==> src/rtl/motor_pwm_driver.sv <==
// Dual-side motor PWM driver: decodes turn/straight/stop commands into
// per-side duty targets, ramps the applied duties toward those targets
// only at PWM period boundaries, and stops the vehicle if commands dry up.
module motor_pwm_driver #(
    parameter int PWM_PERIOD      = 1000,
    parameter int DUTY_STRAIGHT   = 600,
    parameter int DUTY_FAST       = 800,
    parameter int DUTY_SLOW       = 300,
    parameter int RAMP_STEP       = 20,
    parameter int WATCHDOG_CYCLES = 2000000,
    parameter int DW              = $clog2(PWM_PERIOD + 1)
) (
    input  logic          clk,
    input  logic          rst_n,
    input  logic          enable,
    input  logic          command_valid,
    input  logic [2:0]    motor_command_in,
    output logic          pwm_left,
    output logic          pwm_right,
    output logic [DW-1:0] duty_left,
    output logic [DW-1:0] duty_right,
    output logic          motor_active,
    output logic          timeout_flag,
    output logic          illegal_cmd
);

    localparam int WW = $clog2(WATCHDOG_CYCLES + 1);

    typedef enum logic [1:0] {
        IDLE = 2'd0,
        RUN  = 2'd1,
        STOP = 2'd2
    } state_t;

    state_t        state_q, state_d;
    logic [DW-1:0] cnt_q, cnt_d;
    logic [DW-1:0] tgt_l_q, tgt_l_d, tgt_r_q, tgt_r_d;
    logic [DW-1:0] duty_l_q, duty_l_d, duty_r_q, duty_r_d;
    logic [WW-1:0] wdog_q, wdog_d;
    logic          timeout_q, timeout_d;
    logic          illegal_q, illegal_d;
    logic          pwm_l_q, pwm_l_d, pwm_r_q, pwm_r_d;

    logic          cmd_ok, cmd_legal, cmd_go, cmd_stop, boundary;
    logic [DW-1:0] cmd_tl, cmd_tr;

    // Move one step toward the target, landing exactly on it when close enough.
    function automatic logic [DW-1:0] ramp_toward(input logic [DW-1:0] cur,
                                                  input logic [DW-1:0] tgt);
        logic [DW-1:0] step;
        step = DW'(RAMP_STEP);
        if (tgt >= cur) begin
            ramp_toward = ((tgt - cur) <= step) ? tgt : cur + step;
        end else begin
            ramp_toward = ((cur - tgt) <= step) ? tgt : cur - step;
        end
    endfunction

    // Qualify the strobe and translate the command code into side targets.
    always_comb begin
        cmd_ok    = command_valid && enable;
        cmd_legal = 1'b1;
        cmd_tl    = '0;
        cmd_tr    = '0;
        case (motor_command_in)
            3'b001: begin cmd_tl = DW'(DUTY_SLOW);     cmd_tr = DW'(DUTY_FAST);     end
            3'b010: begin cmd_tl = DW'(DUTY_FAST);     cmd_tr = DW'(DUTY_SLOW);     end
            3'b100: begin cmd_tl = DW'(DUTY_STRAIGHT); cmd_tr = DW'(DUTY_STRAIGHT); end
            3'b000: begin cmd_tl = '0;                 cmd_tr = '0;                 end
            default: cmd_legal = 1'b0;
        endcase
        cmd_go   = cmd_ok && cmd_legal && (motor_command_in != 3'b000);
        cmd_stop = cmd_ok && (motor_command_in == 3'b000);
    end

    // Counter, boundary ramping, PWM compare and the IDLE/RUN/STOP controller.
    always_comb begin
        state_d   = state_q;
        tgt_l_d   = tgt_l_q;
        tgt_r_d   = tgt_r_q;
        wdog_d    = wdog_q;
        timeout_d = timeout_q;
        illegal_d = cmd_ok && !cmd_legal;

        boundary = (cnt_q == DW'(PWM_PERIOD - 1));
        cnt_d    = boundary ? '0 : cnt_q + DW'(1);
        duty_l_d = boundary ? ramp_toward(duty_l_q, tgt_l_q) : duty_l_q;
        duty_r_d = boundary ? ramp_toward(duty_r_q, tgt_r_q) : duty_r_q;
        pwm_l_d  = (cnt_q < duty_l_q);
        pwm_r_d  = (cnt_q < duty_r_q);

        case (state_q)
            IDLE: begin
                if (cmd_go) begin
                    state_d   = RUN;
                    tgt_l_d   = cmd_tl;
                    tgt_r_d   = cmd_tr;
                    wdog_d    = '0;
                    timeout_d = 1'b0;
                end
            end
            RUN: begin
                wdog_d = wdog_q + WW'(1);
                if (cmd_go) begin
                    tgt_l_d   = cmd_tl;
                    tgt_r_d   = cmd_tr;
                    wdog_d    = '0;
                    timeout_d = 1'b0;
                end else if (cmd_stop) begin
                    state_d = STOP;
                    tgt_l_d = '0;
                    tgt_r_d = '0;
                    wdog_d  = '0;
                end else if (!enable) begin
                    state_d = STOP;
                    tgt_l_d = '0;
                    tgt_r_d = '0;
                end else if (wdog_q == WW'(WATCHDOG_CYCLES - 1)) begin
                    state_d   = STOP;
                    tgt_l_d   = '0;
                    tgt_r_d   = '0;
                    timeout_d = 1'b1;
                end
            end
            STOP: begin
                tgt_l_d = '0;
                tgt_r_d = '0;
                if (cmd_go) begin
                    state_d   = RUN;
                    tgt_l_d   = cmd_tl;
                    tgt_r_d   = cmd_tr;
                    wdog_d    = '0;
                    timeout_d = 1'b0;
                end else if (boundary && (duty_l_d == '0) && (duty_r_d == '0)) begin
                    state_d = IDLE;
                end
            end
            default: state_d = IDLE;
        endcase
    end

    // All state registers, cleared immediately by the asynchronous reset.
    always_ff @(posedge clk or negedge rst_n) begin
        if (!rst_n) begin
            state_q   <= IDLE;
            cnt_q     <= '0;
            tgt_l_q   <= '0;
            tgt_r_q   <= '0;
            duty_l_q  <= '0;
            duty_r_q  <= '0;
            wdog_q    <= '0;
            timeout_q <= 1'b0;
            illegal_q <= 1'b0;
            pwm_l_q   <= 1'b0;
            pwm_r_q   <= 1'b0;
        end else begin
            state_q   <= state_d;
            cnt_q     <= cnt_d;
            tgt_l_q   <= tgt_l_d;
            tgt_r_q   <= tgt_r_d;
            duty_l_q  <= duty_l_d;
            duty_r_q  <= duty_r_d;
            wdog_q    <= wdog_d;
            timeout_q <= timeout_d;
            illegal_q <= illegal_d;
            pwm_l_q   <= pwm_l_d;
            pwm_r_q   <= pwm_r_d;
        end
    end

    assign pwm_left     = pwm_l_q;
    assign pwm_right    = pwm_r_q;
    assign duty_left    = duty_l_q;
    assign duty_right   = duty_r_q;
    assign motor_active = (state_q != IDLE);
    assign timeout_flag = timeout_q;
    assign illegal_cmd  = illegal_q;

endmodule

==> config.mk <==
export PLATFORM = sky130hd
export DESIGN_NAME = motor_pwm_driver
export DESIGN_NICKNAME = d
export VERILOG_FILES = /design/src/rtl/motor_pwm_driver.sv
export SDC_FILE = /design/constraint.sdc
export NUM_CORES = 1
export LEC_CHECK = 0
export ABC_AREA = 1
export CORE_ASPECT_RATIO = 0.75
export CORE_UTILIZATION = 45
export DETAILED_ROUTE_END_ITERATION = 10
export GPL_TIMING_DRIVEN = 0
export SLEW_MARGIN = 10
export SYNTH_ARGS = -nofsm -noshare
export SYNTH_HDL_FRONTEND = slang
export SYNTH_SLANG_ARGS = --single-unit
export TNS_END_PERCENT = 100
==> constraint.sdc <==
create_clock -name clk -period 3.4 [get_ports clk]
set_input_delay 1.02 -clock clk [delete_from_list [all_inputs] [get_ports clk]]
set_output_delay 1.02 -clock clk [all_outputs]
set_load 0.1 [all_outputs]
==> results.toml <==
[status]
status = "finished, final reports clean"

[power]
internal_power_mw = 3.02
clkPwrFrac_pct = 15.8
p_sw_share_pct = 53.9
seqPwrFrac_pct = 14.1
p_comb_share_pct = 70.1
p_per_area_nw_per_um2 = 898
ir_drop_v = 0.000648
p_leak_nw = 3.69
switchingPower_mw = 3.53

[logic_synthesis]
netlist_instances = 903
mappedNetlistNets = 966
ys_ff_latch = 63
yosys_warnings = 0
synth-async-reset-ratio_pct = 100
syn_area_um2 = 6070
synth_xor_xnor_area_share_pct = 3.30
synth-simple-area-share_pct = 38.0
synth_edf_count = 0
synth_top_family_by_area = "simple AND/OR/NAND/NOR gates"
avgSynthCellArea_um2 = 6.72
synth_compound_area_share_pct = 9.96
synth.distinct_cells = 51
synth_fa_ha_area_share_pct = 11.8
synthFlopType = "dfrtp_1"
ys_seq_area_share_pct = 26.0
synth_mux_area_share_pct = 0

[cells_and_area]
layout.cells.most_common = "nand2_1"
regArea_um2 = 1600
multi_input_area_um2 = 3890
area_growth_pct = 20.2
antenna_cells = 0
fillers = 1296
nNetsFinal = 1042
layout_common_cells = "232 x nand2_1, 136 x inv_1, 88 x nand3_1"
drive_gt1_share_pct = 16.0

[sta]
setup_viol = 0
tightest_slew_ns = 1.01
period_needed_ns = 3.23
clock_skew_ns = 0.00813
min_period_over_period_pct = 94.9
rsz0062_at_grt = "false"
hold_viol = 0
hold_slack_ns = 0.479
final_max_slew_viol_count = 0
fmax_mhz = 310
slew_headroom_pct = 32.3
fin_setup_tns_ns = 0

[placement]
hpwl_mm = 13.5
port_buffers = 31
gp_congestion = 0.902

[critical_path]
start_kind = "flop"
crit_arrival_ns = 3.45
crit_chain = "inv_1 -> ha_1 -> buf_6 -> nand2_1 -> nand2_1 -> nor2_1 -> nand2_1 -> nand2_1 -> nand2_1 -> nand2_1 -> nand2_1 -> clkbuf_4 -> nor2_2 -> nand2_1 -> nand3_1 -> nand2_1 -> inv_1 -> nand2_1 -> nor2_1 -> nand3_2 -> nand2_2 -> nand2_2 -> nand2_1 -> nand2_1"
crit_top_cell = "nand2_1"
end_kind = "flop"
rr_worst_depth = 24
crit_fanout = 10
ff2ff_setup_slack_ns = 0.17
worst-setup-path-type = "reg -> reg"
critPathMaxStageDelay_ns = 0.43
critPathRequiredTime_ns = 3.62
slowest_stage = "dfrtp_2"

[floorplan]
die_w_um = 136
start_util_pct = 46.4
core-area_um2 = 13100
core.rowCount = 36
dieArea_um2 = 14000
io_pins = 32
die_h_um = 103

[clock_tree]
clock-root-buffer = "clkbuf_16"
cts_buffer_depth = 2
clk_latency_ns = 0.34
cts_tree = "built"
htree_levels = 3
cts_sinks = 63
cts_buffers = 9
cts.clk_slew.worst_paths_ns = 0.06

[grt]
grt_max_degree = 61
antenna_found_initial = 0
overflow = 0
grt_first_pass_wirelength_mm = 28.1
grt_pass1_vias = 5591
grt_usage_pct = 25.9

[route]
wl_per_cell_um = 15.2
first_iter_violations = 391
postRouteAntennaNets = 0
drcViolationCount = 0
vias_per_cell = 5.31
wl_mm = 17.6
num_vias = 6137
drt-pass1-iter-count = 6

[hold_path]
hold_path_class = "in -> async"

[flow_run]
maxCapViolations = 0
synth_stat cells (6+ instances only):
library cell,number,area (um^2)
nand2_1,233,875
inv_1,143,537
a21oi_1,37,185
ha_1,54,676
xor2_1,19,166
dfrtp_1,63,1580
nor2_1,67,251
nor3_1,21,105
nand2_2,24,150
nor2_2,6,37.5
nand3_1,89,445
nand4_1,28,175
o21ai_0,31,155
path summary, 6_finish.rpt:
path | from | endpoint
hold reg to reg | timeout_flag | timeout_flag
hold / removal | rst_n | duty_left[6]
max in group asynchronous | rst_n | duty_left[3]
min in group clk | timeout_flag | timeout_flag
setup reg to reg | duty_left[4] | state_q[1]
setup / recovery | duty_left[4] | state_q[1]
flip-flops by register name, indices dropped and copies added (netlist names):
signal        cells
duty_left        10
wdog_q           21
tgt_r_q           2
illegal_cmd       1
timeout_flag      1
state_q           2
duty_right       10
tgt_l_q           4
pwm_left          1
cnt_q            10
pwm_right         1
layout make-up:
cell class              instances  area share [%]
clock buffers                  10            3.28
flip-flops and latches         63            21.9
multi-input cells             676            53.3
inverters                     150            7.98
plain buffers                  14            1.34
clock inverters                 6            1.24
repair buffers                 65            8.03
well taps                     171            2.93
timing repair:
action | CTS | global route
gates resized for setup | 6 | 30
endpoints found under the hold margin | 0 | 0
hold buffers | 0 | 0
setup buffers | 1 | 32
pin swaps | 1 | 4
cloned | 0 | 1
endpoints found under the setup margin | 2 | 8
stage by stage:
stage / setup WS [ns] / instance area, um^2 / utilization [%] / power, mW / std cells
after detailed placement: -0.199 / 6620 / 50.7 / 5.11 / 1106
after CTS: 0.0217 / 6960 / 53.3 / 6.19 / 1122
after floorplan: 0.0114 / 6070 / - / 4.20 / 903
after global routing: 0.000460 / 7290 / 55.8 / 7.08 / 1155
after global placement: -1.17 / 6600 / 50.5 / 5.04 / 1105
final: 0.173 / 7290 / 55.8 / 6.55 / 1155
routing by layer:
metal | up-vias | GRT usage, % | routed length, um
met5 | - | 0 | 0
met4 | 0 | 5.98 | 128
met3 | 12 | 5.31 | 1100
met2 | 185 | 36.7 | 7270
met1 | 2848 | 39.7 | 9100
li1 | 3092 | - | -
power groups by stage:
| stage | logic, mW | registers (mW) | clock network [mW] |
|---|---|---|---|
| floorplan | 3.27 | 0.930 | 0 |
| global placement | 4.10 | 0.935 | 0 |
| detailed placement | 4.18 | 0.933 | 0 |
| CTS | 4.22 | 0.921 | 1.05 |
| global route | 5.07 | 0.935 | 1.08 |
| finish | 4.59 | 0.924 | 1.03 |
worst max-delay path: cells and delay by family, from the launching register on:
kind                     cells  cell delay (ns)
flip-flops                   1             0.43
AND/OR/NAND/NOR             19             1.79
adder cells (fa/ha/maj)      1             0.27
buffers and inverters        4             0.60
cells by family after synthesis:
kind of cell,after synthesis
and+or+nand+nor,495
AOI/OAI and AO/OA,102
DFF,63
buffers and inverters,165
adders and majority gates,56
xor gates and xnor gates,22
Note: power is estimated with default switching activity, not from simulation.
